[config.mk]
export PLATFORM = sky130hd
export DESIGN_NAME = button_conditioner
export DESIGN_NICKNAME = d
export VERILOG_FILES = /design/src/rtl/btn_pkg.sv /design/src/rtl/btn_debounce_cell.sv /design/src/rtl/button_conditioner.sv
export SDC_FILE = /design/constraint.sdc
export NUM_CORES = 1
export LEC_CHECK = 0
export BUFFER_PORTS_ARGS = -buffer_cell sky130_fd_sc_hd__buf_2
export CAP_MARGIN = 20
export CORE_ASPECT_RATIO = 1.75
export CORE_MARGIN = 1
export CORE_UTILIZATION = 60
export CTS_CLUSTER_SIZE = 30
export DETAILED_ROUTE_END_ITERATION = 6
export GPL_TIMING_DRIVEN = 0
export PLACE_DENSITY = 0.79
export SYNTH_ARGS = -nofsm -noshare
export SYNTH_HDL_FRONTEND = slang
export SYNTH_HIERARCHICAL = 1
export SYNTH_SLANG_ARGS = --single-unit
export TNS_END_PERCENT = 5
[constraint.sdc]
create_clock -name clk -period 3.9 [get_ports clk]
set_clock_uncertainty 0.15 [all_clocks]
set_input_delay 0.39 -clock clk [delete_from_list [all_inputs] [get_ports clk]]
set_output_delay 0.39 -clock clk [all_outputs]
set_load 0.02 [all_outputs]
[src/rtl/btn_pkg.sv]
// Shared constants and types for the PicoBlaze push-button conditioner.
package btn_pkg;

  localparam int unsigned BTN_C = 4;
  localparam int unsigned BTN_U = 3;
  localparam int unsigned BTN_D = 2;
  localparam int unsigned BTN_L = 1;
  localparam int unsigned BTN_R = 0;

  localparam logic [7:0] PORT_BUTTONS = 8'h0f;

  typedef enum logic [1:0] {
    RP_IDLE   = 2'd0,
    RP_DELAY  = 2'd1,
    RP_REPEAT = 2'd2
  } rp_state_t;

  // Width of a counter that must hold 0..limit-1 (never narrower than one bit).
  function automatic int unsigned cnt_w(input int unsigned limit);
    return (limit <= 2) ? 1 : $clog2(limit);
  endfunction

endpackage

[src/rtl/btn_debounce_cell.sv]
// One button: two-flop synchroniser, tick-based debounce, press edge and auto-repeat FSM.
module btn_debounce_cell
  import btn_pkg::*;
#(
  parameter int unsigned DEBOUNCE_TICKS     = 10,
  parameter int unsigned REPEAT_DELAY_TICKS = 500,
  parameter int unsigned REPEAT_RATE_TICKS  = 100
) (
  input  logic clk,
  input  logic rst_n,
  input  logic tick,
  input  logic btn_raw,
  output logic btn_level,
  output logic btn_press,
  output logic btn_repeat
);

  localparam int unsigned DW     = cnt_w(DEBOUNCE_TICKS);
  localparam int unsigned RP_MAX = (REPEAT_DELAY_TICKS > REPEAT_RATE_TICKS) ?
                                   REPEAT_DELAY_TICKS : REPEAT_RATE_TICKS;
  localparam int unsigned RW     = cnt_w(RP_MAX);

  localparam logic [DW-1:0] DB_LAST = DW'(DEBOUNCE_TICKS - 1);
  localparam logic [RW-1:0] RD_LAST = RW'(REPEAT_DELAY_TICKS - 1);
  localparam logic [RW-1:0] RR_LAST = RW'(REPEAT_RATE_TICKS - 1);

  logic [1:0]    sync_q;
  logic [DW-1:0] db_cnt;
  logic          level_prev;

  rp_state_t     state_q, state_d;
  logic [RW-1:0] rp_cnt_q, rp_cnt_d;
  logic          repeat_d;

  // Synchroniser, debounce counter and registered rising-edge detect.
  always_ff @(posedge clk) begin
    if (!rst_n) begin
      sync_q     <= 2'b00;
      db_cnt     <= '0;
      btn_level  <= 1'b0;
      level_prev <= 1'b0;
      btn_press  <= 1'b0;
    end else begin
      sync_q     <= {sync_q[0], btn_raw};
      level_prev <= btn_level;
      btn_press  <= btn_level & ~level_prev;
      if (sync_q[1] == btn_level) begin
        db_cnt <= '0;
      end else if (tick) begin
        if (db_cnt == DB_LAST) begin
          btn_level <= sync_q[1];
          db_cnt    <= '0;
        end else begin
          db_cnt <= db_cnt + DW'(1);
        end
      end
    end
  end

  // Repeat FSM state register.
  always_ff @(posedge clk) begin
    if (!rst_n) begin
      state_q    <= RP_IDLE;
      rp_cnt_q   <= '0;
      btn_repeat <= 1'b0;
    end else begin
      state_q    <= state_d;
      rp_cnt_q   <= rp_cnt_d;
      btn_repeat <= repeat_d;
    end
  end

  // Repeat FSM next state; a released button always returns to idle.
  always_comb begin
    state_d  = state_q;
    rp_cnt_d = rp_cnt_q;
    repeat_d = 1'b0;
    if (!btn_level) begin
      state_d  = RP_IDLE;
      rp_cnt_d = '0;
    end else begin
      case (state_q)
        RP_IDLE: begin
          if (btn_press) begin
            state_d  = RP_DELAY;
            rp_cnt_d = '0;
          end
        end
        RP_DELAY: begin
          if (tick) begin
            if (rp_cnt_q == RD_LAST) begin
              repeat_d = 1'b1;
              state_d  = RP_REPEAT;
              rp_cnt_d = '0;
            end else begin
              rp_cnt_d = rp_cnt_q + RW'(1);
            end
          end
        end
        RP_REPEAT: begin
          if (tick) begin
            if (rp_cnt_q == RR_LAST) begin
              repeat_d = 1'b1;
              rp_cnt_d = '0;
            end else begin
              rp_cnt_d = rp_cnt_q + RW'(1);
            end
          end
        end
        default: begin
          state_d  = RP_IDLE;
          rp_cnt_d = '0;
        end
      endcase
    end
  end

endmodule

[src/rtl/button_conditioner.sv]
// Push-button front end for PicoBlaze port 0x0f: shared debounce tick, per-button cells,
// sticky event register cleared by the software read strobe.
module button_conditioner
  import btn_pkg::*;
#(
  parameter int unsigned NUM_BTN            = 5,
  parameter int unsigned TICK_CYCLES        = 40000,
  parameter int unsigned DEBOUNCE_TICKS     = 10,
  parameter int unsigned REPEAT_DELAY_TICKS = 500,
  parameter int unsigned REPEAT_RATE_TICKS  = 100
) (
  input  logic               clk,
  input  logic               rst_n,
  input  logic [NUM_BTN-1:0] btn_raw,
  input  logic               rd_clr,
  output logic [NUM_BTN-1:0] btn_level,
  output logic [NUM_BTN-1:0] btn_press,
  output logic [NUM_BTN-1:0] btn_event,
  output logic               irq_req
);

  localparam int unsigned PW = cnt_w(TICK_CYCLES);
  localparam logic [PW-1:0] PRESC_LAST = PW'(TICK_CYCLES - 1);

  logic [PW-1:0]      presc_q;
  logic               tick;
  logic [NUM_BTN-1:0] btn_repeat;

  assign tick = (presc_q == PRESC_LAST);

  // Free-running debounce prescaler shared by all cells.
  always_ff @(posedge clk) begin
    if (!rst_n) begin
      presc_q <= '0;
    end else if (tick) begin
      presc_q <= '0;
    end else begin
      presc_q <= presc_q + PW'(1);
    end
  end

  for (genvar i = 0; i < NUM_BTN; i++) begin : g_cell
    btn_debounce_cell #(
      .DEBOUNCE_TICKS     (DEBOUNCE_TICKS),
      .REPEAT_DELAY_TICKS (REPEAT_DELAY_TICKS),
      .REPEAT_RATE_TICKS  (REPEAT_RATE_TICKS)
    ) u_cell (
      .clk        (clk),
      .rst_n      (rst_n),
      .tick       (tick),
      .btn_raw    (btn_raw[i]),
      .btn_level  (btn_level[i]),
      .btn_press  (btn_press[i]),
      .btn_repeat (btn_repeat[i])
    );
  end

  // Set beats clear so an event arriving during the read is kept for the next read.
  always_ff @(posedge clk) begin
    if (!rst_n) begin
      btn_event <= '0;
    end else begin
      btn_event <= (btn_event & ~{NUM_BTN{rd_clr}}) | btn_press | btn_repeat;
    end
  end

  assign irq_req = |btn_event;

endmodule
After elaboration in Yosys (flattened, before gate mapping)

Cells that the tools add are included.

Add/sub/neg operators: 11
Equality and inequality tests: 51
Multiplexer cells: 80
Bitwise operators: 25
Reduce and logical (&&, ||, !) cells: 32

Operators with widths:

| kind                                                  | number |
|---|---|
| two-way mux 9 bit                                     | 25 |
| case mux 9 bit (3 select lines)                       | 5 |
| adder 9 x 1 -> 9 bit, second input constant           | 5 |
| == test 9 x 7 -> 1 bit, second input constant         | 5 |
| == test 9 bit, second input constant                  | 5 |
| two-way mux 2 bit                                     | 15 |
| case mux 2 bit (3 select lines)                       | 5 |
| AND reduction 3 bit                                   | 10 |
| inequality test 2 x 1 -> 1 bit, second input constant | 12 |
| adder 4 x 1 -> 4 bit, second input constant           | 5 |
| == test 4 bit, second input constant                  | 5 |
| two-way mux 1 bit                                     | 20 |
| two-way mux 4 bit                                     | 5 |
| AND reduction 4 bit                                   | 5 |
| adder 16 x 1 -> 16 bit, second input constant         | 1 |
| == test 16 bit, second input constant                 | 1 |
| inequality test 2 bit, second input constant          | 8 |
| NOT 1 bit                                             | 16 |
| OR reduction 2 bit                                    | 6 |
| == test 2 x 1 -> 1 bit, second input constant         | 5 |
| == test 2 bit, second input constant                  | 5 |
| logical NOT 2 bit                                     | 5 |
| bitwise OR 5 bit                                      | 2 |
| case mux 1 bit (2 select lines)                       | 5 |
| 6 further kinds                                       | 18 |

Register bits: 126
Input port bits: 8
Output and inout port bits: 16
Word-level logic and storage cells: 241

Longest topological paths before layout

Depth in word-level cells: 4
Gate-level depth with buffers: 9
Gate-level depth less buffers: 8

Cells and area by module

The synthesis kept the hierarchy.

By module, submodules not included:

| module             | times used | cells each | area each (µm²) | sequential area each (µm²) |
|---|---|---|---|---|
| btn_debounce_cell  | 5          | 125        | 1,069.8         | 420.4 |
| button_conditioner | 1          | 97         | 895.9           | 420.4 |

Worst setup path before layout

OpenSTA, ideal clock, no wires.

Path kind: register -> register
Start point: register presc_q[8]
End point: register g_cell[0].u_cell.btn_level
Setup time: 0.116 ns
Data arrival time: 2.262 ns
Required time: 3.634 ns
Path slack: 1.372 ns
Cell stages (with the launch flop): 9
Buffers on the path: 1
Cell sequence: dfxtp_1 > or4b_1 > or3_4 > nor2_1 > clkbuf_1 > nand2_1 > nor3b_1 > mux2i_1 > nor2b_1

Cells in the longest elaborated chain, start to end: 2

Ends and longest elaborated chain:

| what                                 | line                     | RTL |
|---|---|---|
| start, declared                      | button_conditioner.sv:25 | `logic [PW-1:0] presc_q;` |
| start signal, assigned               | button_conditioner.sv:38 | `presc_q <= presc_q + PW'(1);` |
| == test 16 bit                       | button_conditioner.sv:29 | `assign tick = (presc_q == PRESC_LAST);` |
| net tick                             | button_conditioner.sv:26 | `logic tick;` |
| AND reduction 3 bit (no source line) | n/a                      |  |
| end signal, assigned                 | btn_debounce_cell.sv:51  | `btn_level <= sync_q[1];` |
| end, declared                        | btn_debounce_cell.sv:13  | `output logic btn_level,` |

The timed path passes the listed nets, and every way through them passes these cells.
A chain may end at the register's enable or synchronous reset.

Worst setup path in the final report

Start point: register presc_q[0]
End point: register g_cell[3].u_cell.rp_cnt_q[4]

Cells in the longest elaborated chain, start to end: 3

Ends and longest elaborated chain:

| what                                     | line                     | RTL |
|---|---|---|
| == test 16 bit (*)                       | button_conditioner.sv:29 |  |
| net tick                                 | button_conditioner.sv:26 |  |
| inequality test 2 bit (no source line)   | n/a                      |  |
| AND reduction 3 bit (no source line) (*) | n/a                      |  |
| end signal, assigned                     | btn_debounce_cell.sv:68  | `rp_cnt_q <= rp_cnt_d;` |
| end, declared                            | btn_debounce_cell.sv:32  | `logic [RW-1:0] rp_cnt_q, rp_cnt_d;` |

The timed path passes the listed nets; every way through them passes the cells marked *.

==> impl_metrics.ini <==
[flow_run]
maxCapViolations = 0

[sta]
worst_slack_ps = 795
fin_crit_sh = 0.796
relSlewSlack = 0.574
tns_ps = 0
layout_min_cycle_time_ps = 3100
max_freq_mhz = 322
tightest_slew_ps = 639
setup_viol = 0
rsz0062_at_grt = no
slew_violations = 0
hold_viol = 0

[worst_hold_path]
hold_class = in2reg
min_path_cells = 2
min_to = g_cell[4].u_cell/sync_q[0]
min_from = btn_raw[4]

[logic_synthesis]
synth_top_area_frac = 0.404
synth_commonest_cells = dfxtp_1, nor2_1, nand2_1, nor2b_1, nand3_1
synth_area_leader_cell = dfxtp_1
ys_seq_area_frac = 0.404
synth.area.top_cells = dfxtp_1, ha_1, nor2_1, nand2_1, nor2b_1
synth_edf_count = 0
synth_warnings = 6
synth_fp_nets = 756
syn_avg_cell_area_um2 = 8.65
synthCells = 722
synthFlopType = dfxtp_1
synth-seq-cells = 126
syn_area_mm2 = 0.00624
async_reset_ff_frac = 0
yosysUniqueCellTypes = 42
synth_most_common_cell = dfxtp_1

[setup_path]
worstPathRequired_ps = 4080
reg2regPathDepth = 9
ff2ff_setup_slack_ps = 800
crit_type = reg2reg
r2r_start = presc_q[0]
cp_max_fo = 9
endpoint_kind = register
r2r_end = g_cell[3].u_cell/rp_cnt_q[4]
cp.arrival_ps = 3290
startpoint_type = register

[final_layout]
diodes = 0
drive_above_1_share = 0.113
finalNonFillerCells = 902
syn2layout_area_growth_pct = 14.6
fin_area_mm2 = 0.00716
fin_nets = 798

[power_and_ir_drop]
clockPowerShare = 0.561
p_per_area_mw_per_mm2 = 422
power_leakage_nw = 2.65
power.internal_mw = 2.44
switching_share = 0.193
power_mw = 3.02
power_frac_comb = 0.008
power_frac_seq = 0.430
p_switching_mw = 0.582
irDropWorstVdd_mv = 0.472

[floorplanning]
start_util = 0.626
rows = 48
pin_count = 24
die_y_um = 137
dieArea_mm2 = 0.0108
fp.dieW_um = 79.1
core_area_mm2 = 0.00997

[place]
pre_cts_ws_ps = 834
placed_cell_area_mm2 = 0.00652
hpwl_um = 9040
numPortBuffers = 23
gp_congestion = 0.870
dp.cells = 870

[clock_tree]
cts_tree = yes
cts-root-buf = clkbuf_16
numCtsBuffers = 17
cts_setup_buffers = 0
insertion_delay_ps = 410
h-tree-depth = 4
hold_buffers = 0
cts.sinks = 126
clkTransAtPathRegs_ps = 60
cts_resized = 0
cts_buffer_depth = 2

[drt]
drt-wirelength-per-cell_um = 14.6
viasPerCell = 5.90
num_vias = 5325
drtIter0Drc = 200
drcViolationCount = 0
totalWireLength_um = 13200
drt_first_pass_iters = 6
antenna_left = 0

[run_status]
status = complete, no violations

[grt]
grt_max_degree = 34
grt_usage = 0.258
grt_pass1_wl_um = 22200
overflow = 0
antenna_found_initial = 0
grt_pass1_vias = 5226
## power groups by stage
| stage | combinational (mW) | clock [mW] | sequential, mW |
|---|---|---|---|
| 6_report | 0.0254 | 1.70 | 1.30 |
| 5_1_grt | 0.0285 | 1.78 | 1.30 |
| 4_1_cts | 0.0258 | 1.72 | 1.30 |
| 3_5_place_dp | 0.0255 | 0 | 1.33 |
| 3_3_place_gp | 0.0242 | 0 | 1.33 |
| 2_1_floorplan | 0.0132 | 0 | 1.33 |
## critical path, stage by stage (launching register included)
cell and delay (ps):
dfxtp_1 380, ha_1 220, nand3_1 270, or3_4 470
nor2_1 400, clkbuf_1 360, o21ai_2 220, nor3b_1 250
o21ai_0 120, a21oi_1 180
## final cells by class
class / instances / area (um2)
fill: 776 / 2810
tap: 125 / 156
sequential: 126 / 2520
timing repair buffer: 23 / 115
clock buffer: 22 / 484
inverter: 23 / 86.3
multi-input combinational: 562 / 3580
clock inverter: 10 / 159
buffer: 11 / 55.1
## state kept, by name, summed over array words and instances, names as in the netlist
name	count
g_cell.u_cell/rp_cnt_q	45
presc_q	16
g_cell.u_cell/btn_level	5
g_cell.u_cell/btn_press	5
g_cell.u_cell/level_prev	5
g_cell.u_cell/sync_q	10
g_cell.u_cell/db_cnt	20
g_cell.u_cell/btn_repeat	5
g_cell.u_cell/state_q	10
btn_event	5
## how the worst max path moves through the flow
stage | cells after the start | endpoint | startpoint | slack (ps)
6_report | 9 | g_cell[3].u_cell/rp_cnt_q[4] | presc_q[0] | 800
5_1_grt | 9 | g_cell[3].u_cell/btn_level | presc_q[0] | 620
4_1_cts | 9 | g_cell[3].u_cell/btn_level | presc_q[0] | 800
3_5_place_dp | 9 | g_cell[2].u_cell/btn_level | presc_q[0] | 830
3_3_place_gp | 9 | g_cell[3].u_cell/btn_level | presc_q[0] | 940
2_1_floorplan | 8 | g_cell[0].u_cell/btn_level | presc_q[8] | 1370
## per-stage QoR
stage               hold slack (ps)  utilization
global placement                220        0.654
finish                         31.7        0.718
global route                   21.5        0.718
CTS                            19.5        0.718
detailed placement              228        0.654
floorplan                       218            -
## metal layers
metal  GRT usage  part of all wire
met2       0.489              0.54
met4       0.124             0.020
met3      0.0600             0.031
met5           0                 0
met1       0.258              0.41
## cell families (layout without fill, tap and decap cells)
family,after synthesis,after routing,share of synthesized area
and+or+nand+nor,346,346,0.293
AOI/OAI and AO/OA,151,151,0.172
DFF,126,126,0.404
buffers and inverters,34,89,0.0226
xor gates and xnor gates,29,29,0.0407
adders and majority gates,26,26,0.0521
muxes,10,10,0.0160
## cells in the final DEF, fill, tap and decap left out, drive strengths merged, types with 12 or more instances in the layout
master	instances
dfxtp	126
nor2	90
nand2	74
o21ai	61
nor2b	40
nand3	31
buf	29
clkbuf	27
ha	26
a22o	25
a21oi	25
nor3b	20
and3	20
nor3	19
inv	18
xnor2	17
and2	12
xor2	12
No activity file was read; power rests on OpenSTA's default activity.
